--- config.mk ---
export PLATFORM = sky130hd
export DESIGN_NAME = emac_tx_nibble_seq
export DESIGN_NICKNAME = d
export VERILOG_FILES = /design/src/rtl/emac_tx_nibble_seq.sv
export SDC_FILE = /design/constraint.sdc
export NUM_CORES = 1
export LEC_CHECK = 0
export ABC_CLOCK_PERIOD_IN_PS = 4300
export BUFFER_PORTS_ARGS = -buffer_cell sky130_fd_sc_hd__buf_2
export CAP_MARGIN = 40
export CORE_MARGIN = 4
export CORE_UTILIZATION = 45
export DETAILED_ROUTE_END_ITERATION = 8
export PLACE_DENSITY = 0.74
export SYNTH_ARGS = -nofsm -noshare
export SYNTH_HDL_FRONTEND = slang
export SYNTH_SLANG_ARGS = --single-unit
--- constraint.sdc ---
create_clock -name clk_i -period 4.3 [get_ports clk_i]
set_input_delay 0.645 -clock clk_i [delete_from_list [all_inputs] [get_ports clk_i]]
set_output_delay 0.645 -clock clk_i [all_outputs]
set_load 0.02 [all_outputs]
--- src/rtl/emac_tx_nibble_seq.sv ---
// MII transmit nibble sequencer: preamble/SFD, buffer-RAM prefetch of frame nibbles,
// inter-frame gap, abort handling and completion signalling.
module emac_tx_nibble_seq #(
    parameter int IFG_NIBBLES = 24,
    parameter int PRE_NIBBLES = 15
) (
    input  logic        clk_i,
    input  logic        rst_n_i,
    input  logic        tx_tick_i,
    input  logic        tx_start_i,
    input  logic [11:0] tx_base_i,
    input  logic [10:0] tx_len_i,
    input  logic        tx_abort_i,
    output logic        ce_a_o,
    output logic        wr_rd_n_a_o,
    output logic [11:0] adr_a_o,
    input  logic [3:0]  data_out_a_i,
    output logic [3:0]  txd_o,
    output logic        tx_en_o,
    output logic        tx_busy_o,
    output logic        tx_done_o,
    output logic        tx_aborted_o
);

    localparam int CNT_MAX = (IFG_NIBBLES > PRE_NIBBLES) ? IFG_NIBBLES : PRE_NIBBLES;
    localparam int TW      = $clog2(CNT_MAX + 1);

    localparam logic [3:0] NIB_PRE = 4'h5;
    localparam logic [3:0] NIB_SFD = 4'hD;

    typedef enum logic [1:0] {
        S_IDLE = 2'd0,
        S_PRE  = 2'd1,
        S_DATA = 2'd2,
        S_IFG  = 2'd3
    } state_e;

    state_e        state_q, state_d;
    logic [TW-1:0] tick_cnt_q, tick_cnt_d;
    logic [11:0]   nib_cnt_q, nib_cnt_d;
    logic [11:0]   adr_q, adr_d;
    logic [3:0]    hold_q, hold_d;
    logic [3:0]    txd_q, txd_d;
    logic          tx_en_q, tx_en_d;
    logic          ce_q, ce_d;
    logic          cap_q, cap_d;
    logic          done_q, done_d;
    logic          aborted_q, aborted_d;

    logic start_ok;
    logic pre_last;
    logic nib_last;
    logic ifg_last;

    assign start_ok = tx_start_i && (tx_len_i != 11'd0);
    assign pre_last = (tick_cnt_q == TW'(PRE_NIBBLES));
    assign nib_last = (nib_cnt_q == 12'd1);
    assign ifg_last = (tick_cnt_q == TW'(IFG_NIBBLES - 1));

    // State register
    always_ff @(posedge clk_i or negedge rst_n_i) begin
        if (!rst_n_i) begin
            state_q <= S_IDLE;
        end else begin
            state_q <= state_d;
        end
    end

    // Next-state logic; abort only matters while nibbles are being driven
    always_comb begin
        state_d = state_q;
        case (state_q)
            S_IDLE: begin
                if (start_ok) begin
                    state_d = S_PRE;
                end
            end
            S_PRE: begin
                if (tx_tick_i) begin
                    if (tx_abort_i) begin
                        state_d = S_IFG;
                    end else if (pre_last) begin
                        state_d = S_DATA;
                    end
                end
            end
            S_DATA: begin
                if (tx_tick_i && (tx_abort_i || nib_last)) begin
                    state_d = S_IFG;
                end
            end
            S_IFG: begin
                if (tx_tick_i && ifg_last) begin
                    state_d = S_IDLE;
                end
            end
            default: state_d = S_IDLE;
        endcase
    end

    // Datapath next-state: counters, prefetch pipeline and registered MII outputs
    always_comb begin
        tick_cnt_d = tick_cnt_q;
        nib_cnt_d  = nib_cnt_q;
        adr_d      = adr_q;
        hold_d     = hold_q;
        txd_d      = txd_q;
        tx_en_d    = tx_en_q;
        ce_d       = 1'b0;
        cap_d      = ce_q;
        done_d     = 1'b0;
        aborted_d  = aborted_q;

        // RAM read issued last cycle: advance address; data lands one cycle later
        if (ce_q) begin
            adr_d = adr_q + 12'd1;
        end
        if (cap_q) begin
            hold_d = data_out_a_i;
        end

        case (state_q)
            S_IDLE: begin
                if (start_ok) begin
                    adr_d      = tx_base_i;
                    nib_cnt_d  = {tx_len_i, 1'b0};
                    tick_cnt_d = '0;
                    aborted_d  = 1'b0;
                end
            end
            S_PRE: begin
                if (tx_tick_i) begin
                    if (tx_abort_i) begin
                        txd_d      = 4'h0;
                        tx_en_d    = 1'b0;
                        aborted_d  = 1'b1;
                        tick_cnt_d = '0;
                    end else if (pre_last) begin
                        txd_d   = NIB_SFD;
                        tx_en_d = 1'b1;
                        ce_d    = 1'b1;
                    end else begin
                        txd_d      = NIB_PRE;
                        tx_en_d    = 1'b1;
                        tick_cnt_d = tick_cnt_q + TW'(1);
                    end
                end
            end
            S_DATA: begin
                if (tx_tick_i) begin
                    if (tx_abort_i) begin
                        txd_d      = 4'h0;
                        tx_en_d    = 1'b0;
                        aborted_d  = 1'b1;
                        tick_cnt_d = '0;
                    end else begin
                        txd_d     = hold_q;
                        tx_en_d   = 1'b1;
                        nib_cnt_d = nib_cnt_q - 12'd1;
                        if (nib_last) begin
                            tick_cnt_d = '0;
                        end else begin
                            ce_d = 1'b1;
                        end
                    end
                end
            end
            S_IFG: begin
                if (tx_tick_i) begin
                    txd_d   = 4'h0;
                    tx_en_d = 1'b0;
                    if (ifg_last) begin
                        done_d     = 1'b1;
                        tick_cnt_d = '0;
                    end else begin
                        tick_cnt_d = tick_cnt_q + TW'(1);
                    end
                end
            end
            default: begin
                tick_cnt_d = '0;
            end
        endcase
    end

    always_ff @(posedge clk_i or negedge rst_n_i) begin
        if (!rst_n_i) begin
            tick_cnt_q <= '0;
            nib_cnt_q  <= '0;
            adr_q      <= '0;
            hold_q     <= '0;
            txd_q      <= '0;
            tx_en_q    <= 1'b0;
            ce_q       <= 1'b0;
            cap_q      <= 1'b0;
            done_q     <= 1'b0;
            aborted_q  <= 1'b0;
        end else begin
            tick_cnt_q <= tick_cnt_d;
            nib_cnt_q  <= nib_cnt_d;
            adr_q      <= adr_d;
            hold_q     <= hold_d;
            txd_q      <= txd_d;
            tx_en_q    <= tx_en_d;
            ce_q       <= ce_d;
            cap_q      <= cap_d;
            done_q     <= done_d;
            aborted_q  <= aborted_d;
        end
    end

    // Outputs
    always_comb begin
        ce_a_o       = ce_q;
        wr_rd_n_a_o  = 1'b0;
        adr_a_o      = adr_q;
        txd_o        = txd_q;
        tx_en_o      = tx_en_q;
        tx_busy_o    = (state_q != S_IDLE);
        tx_done_o    = done_q;
        tx_aborted_o = aborted_q;
    end

endmodule

==> reports/qor.yml <==
detailed_routing:
  avgRoutedWirePerCell_um: 14.4
  drc: 0
  dr.first_iter.drc_count: 153
  drt-vias-per-instance: 5.51
  drtAntennaViolNets: 0
  detail_route.first_pass.iterations: 4
  drt_wl_total_um: 5570
  vias: 2126
pwr:
  switchingPower_mw: 0.890
  ir_worst_vdd_uv: 314
  power_frac_seq_pct: 38.2
  power_density_nw_per_um2: 695
  combinationalPowerShare_pct: 45.8
  clkPwrFrac_pct: 16.0
  p_int_mw: 1.13
  switching_share_pct: 44.0
  power.leakage_nw: 1.29
floorplan:
  dieArea_um2: 6680
  rows: 26
  start_util_pct: 47.3
  die_w_um: 81.7
  die_h_um: 81.7
  core_area_um2: 5170
  io_pins: 54
critical_path:
  reg2reg_depth: 6
  r2r_slack_ns: 1.76
  crit_path_max_fanout: 23
  cp_num_cells: 6
  startpoint_type: "flip-flop"
  worstSetupPathType: "flip-flop to flip-flop"
  crit_start: "state_q[0]"
  reg2reg_to: "nib_cnt_q[8]"
  cpPeakStageDelay_ns: 0.67
  cp_slowest_cell: "ha_1"
  cp.arrival_ns: 2.73
  cp-endpoint: "nib_cnt_q[8]"
  r2r_start: "state_q[0]"
  cp.required_ns: 4.49
  path_buf_inv: 1
  end_kind: "flip-flop"
  crit_family: "adder cells"
  path_cells: "inv_1, ha_1, mux2_2, and2_1, o22ai_1, a311oi_1"
timing:
  slew_viol_final: 0
  finalCriticalPeriod_ns: 2.54
  setup_slack_ns: 1.76
  max_clock_freq_ghz: 0.394
  worstMarginPinSlew_ns: 0.766
  rsz0062_at_grt: "false"
  finalSetupViolCount: 0
  finalHoldViolCount: 0
  timing.setup.tns_ns: 0
  period_share_pct: 59.1
  slew_headroom_pct: 49.0
  finClkSkew_ns: 0.0123
yosys:
  seq_area_frac_synth_pct: 45.0
  synth_nets: 304
  synth_edf_count: 0
  synthFlopType: "dfrtp_1"
  syn_area_per_cell_um2: 9.30
  async_flop_share_pct: 100
  yosysWarnings: 0
  synth_cells: 263
  netlist_area_um2: 2450
  synth_cell_type_count: 44
  ys_seq_elements: 44
clock_network:
  postCtsSetupBuffers: 0
  tritoncts: "done"
  cts_hold_buf: 0
  cts_inserted_buffers: 5
  cts_resized: 0
  clkTransAtPathRegs_ns: 0.08
  clk_path_buf_depth: 2
  cts_sinks: 44
  cts-root-buf: "clkbuf_8"
  clk_latency_ns: 0.31
  htreeDepth: 2
global_routing:
  grt_pass1_vias: 1918
  antenna_found_initial: 0
  grt_max_degree: 27
  grt_pass1_wl_um: 8970
  gr-usage-all-layers_pct: 17.5
  grt_overflow: 0
layout:
  fin_cells: 386
  antenna_cells: 0
  drive_gt1_share_pct: 24.1
  area_growth_pct: 19.1
  nets: 356
run:
  cap_violations: 0
run_status:
  status: "finished, final reports clean"
placed_design:
  hpwlAfterDp_um: 4240
  port_buffers: 52
  place.gp.congestion: 0.919
  place_ws_ns: 1.80
  placed_cells: 378
worst_hold_path:
  min_path_type: "input pin to asynchronous set/reset pin"
## through the flow
stage          hold slack [ns]  utilization (%)  area, um^2  power, mW
5_1_grt                  0.308             56.3        2910       2.19
4_1_cts                  0.304             56.3        2910       2.03
2_1_floorplan            0.349                -        2450       1.42
3_5_place_dp             0.481             54.1        2800       1.71
3_3_place_gp             0.456             53.5        2770       1.67
6_report                 0.291             56.3        2910       2.02
## worst register-to-register path, cell delays in order, from the launching register on
cell and delay (ns):
dfrtp_1 0.41, inv_1 0.12, ha_1 0.67, mux2_2 0.40, and2_1 0.44, o22ai_1 0.15, a311oi_1 0.25
## cell usage after synthesis (3+ instances only)
cell / count / share of area [%]
clkbuf_1: 9 / 1.4
nor2b_1: 5 / 1.3
nand2b_1: 3 / 0.77
mux2i_1: 3 / 1.2
nor2_1: 15 / 2.3
a21oi_1: 14 / 2.9
and4_1: 3 / 1.1
inv_1: 13 / 2.0
xor2_1: 4 / 1.4
o22ai_1: 10 / 2.6
dfrtp_1: 44 / 45
o31ai_1: 4 / 1.2
nand2_1: 31 / 4.8
ha_1: 9 / 4.6
xnor2_1: 7 / 2.5
and3_1: 4 / 1.0
mux2_2: 7 / 3.2
nor3_1: 8 / 1.6
nand3_1: 4 / 0.82
nand4_1: 12 / 3.1
nor4_1: 4 / 1.0
o21ai_0: 25 / 5.1
## cell families after synthesis
logic type                 synth area share [%]
buffers and inverters                      3.68
other                                     0.153
muxes                                      4.45
AOI/OAI and AO/OA                          17.4
DFF                                        45.0
and+or+nand+nor                            20.8
adders and majority gates                  4.60
xor gates and xnor gates                   3.94
## worst min path at each step
stage | cells after the start | to | startpoint
after floorplan | 0 | adr_a_o[0] | rst_n_i
after global placement | 2 | txd_o[1] | txd_o[1]
after detailed placement | 2 | txd_o[1] | txd_o[1]
after CTS | 1 | state_q[1] | rst_n_i
after global routing | 1 | state_q[1] | rst_n_i
final | 1 | nib_cnt_q[11] | rst_n_i
## registers in the layout (all words and copies together) (netlist names), 2 cells and up
signal,flops
adr_a_o,12
nib_cnt_q,12
tick_cnt_q,5
hold_q,4
txd_o,4
state_q,2
## power by group through the flow
stage	combinational (mW)	sequential (mW)	clock, mW
global route	1.03	0.799	0.356
finish	0.927	0.773	0.324
CTS	0.931	0.770	0.334
floorplan	0.584	0.834	0
detailed placement	0.929	0.778	0
global placement	0.898	0.769	0
## per-layer routing
layer	track usage, %	routed length [um]	up-vias
met2	27.0	2550	78
met5	0	0	-
met3	3.95	418	5
li1	-	-	1061
met1	24.2	2530	982
met4	6.48	70	0
## cells in the final DEF, fill, tap and decap left out, drive strengths merged, types with 2 or more instances in the layout
cell    Yosys  final
a21o        2      2
o22ai      10     10
nor2b       5      5
mux2i       3      3
o31ai       4      4
a31oi       2      2
o21ai      26     26
and3        4      4
nand2      31     31
a21oi      14     14
xor2        4      4
nand2b      3      3
clkbuf      9      5
nor2       15     15
inv        13     14
nor4        4      4
xnor2       7      7
nor3        8      8
mux2        7      7
or4         2      2
ha          9      9
and4        3      3
nand4      12     12
dfrtp      44     44
buf         1     55
nand3       5      5
## layout make-up
| type | count | area (um^2) |
|---|---|---|
| Clock inverter | 3 | 46.3 |
| Multi-Input combinational cell | 196 | 1260 |
| Sequential cell | 44 | 1100 |
| Inverter | 13 | 48.8 |
| Tap cell | 70 | 87.6 |
| Timing Repair Buffer | 55 | 299 |
| Fill cell | 459 | 2260 |
| Clock buffer | 5 | 68.8 |
No activity file was read; power rests on OpenSTA's default activity.
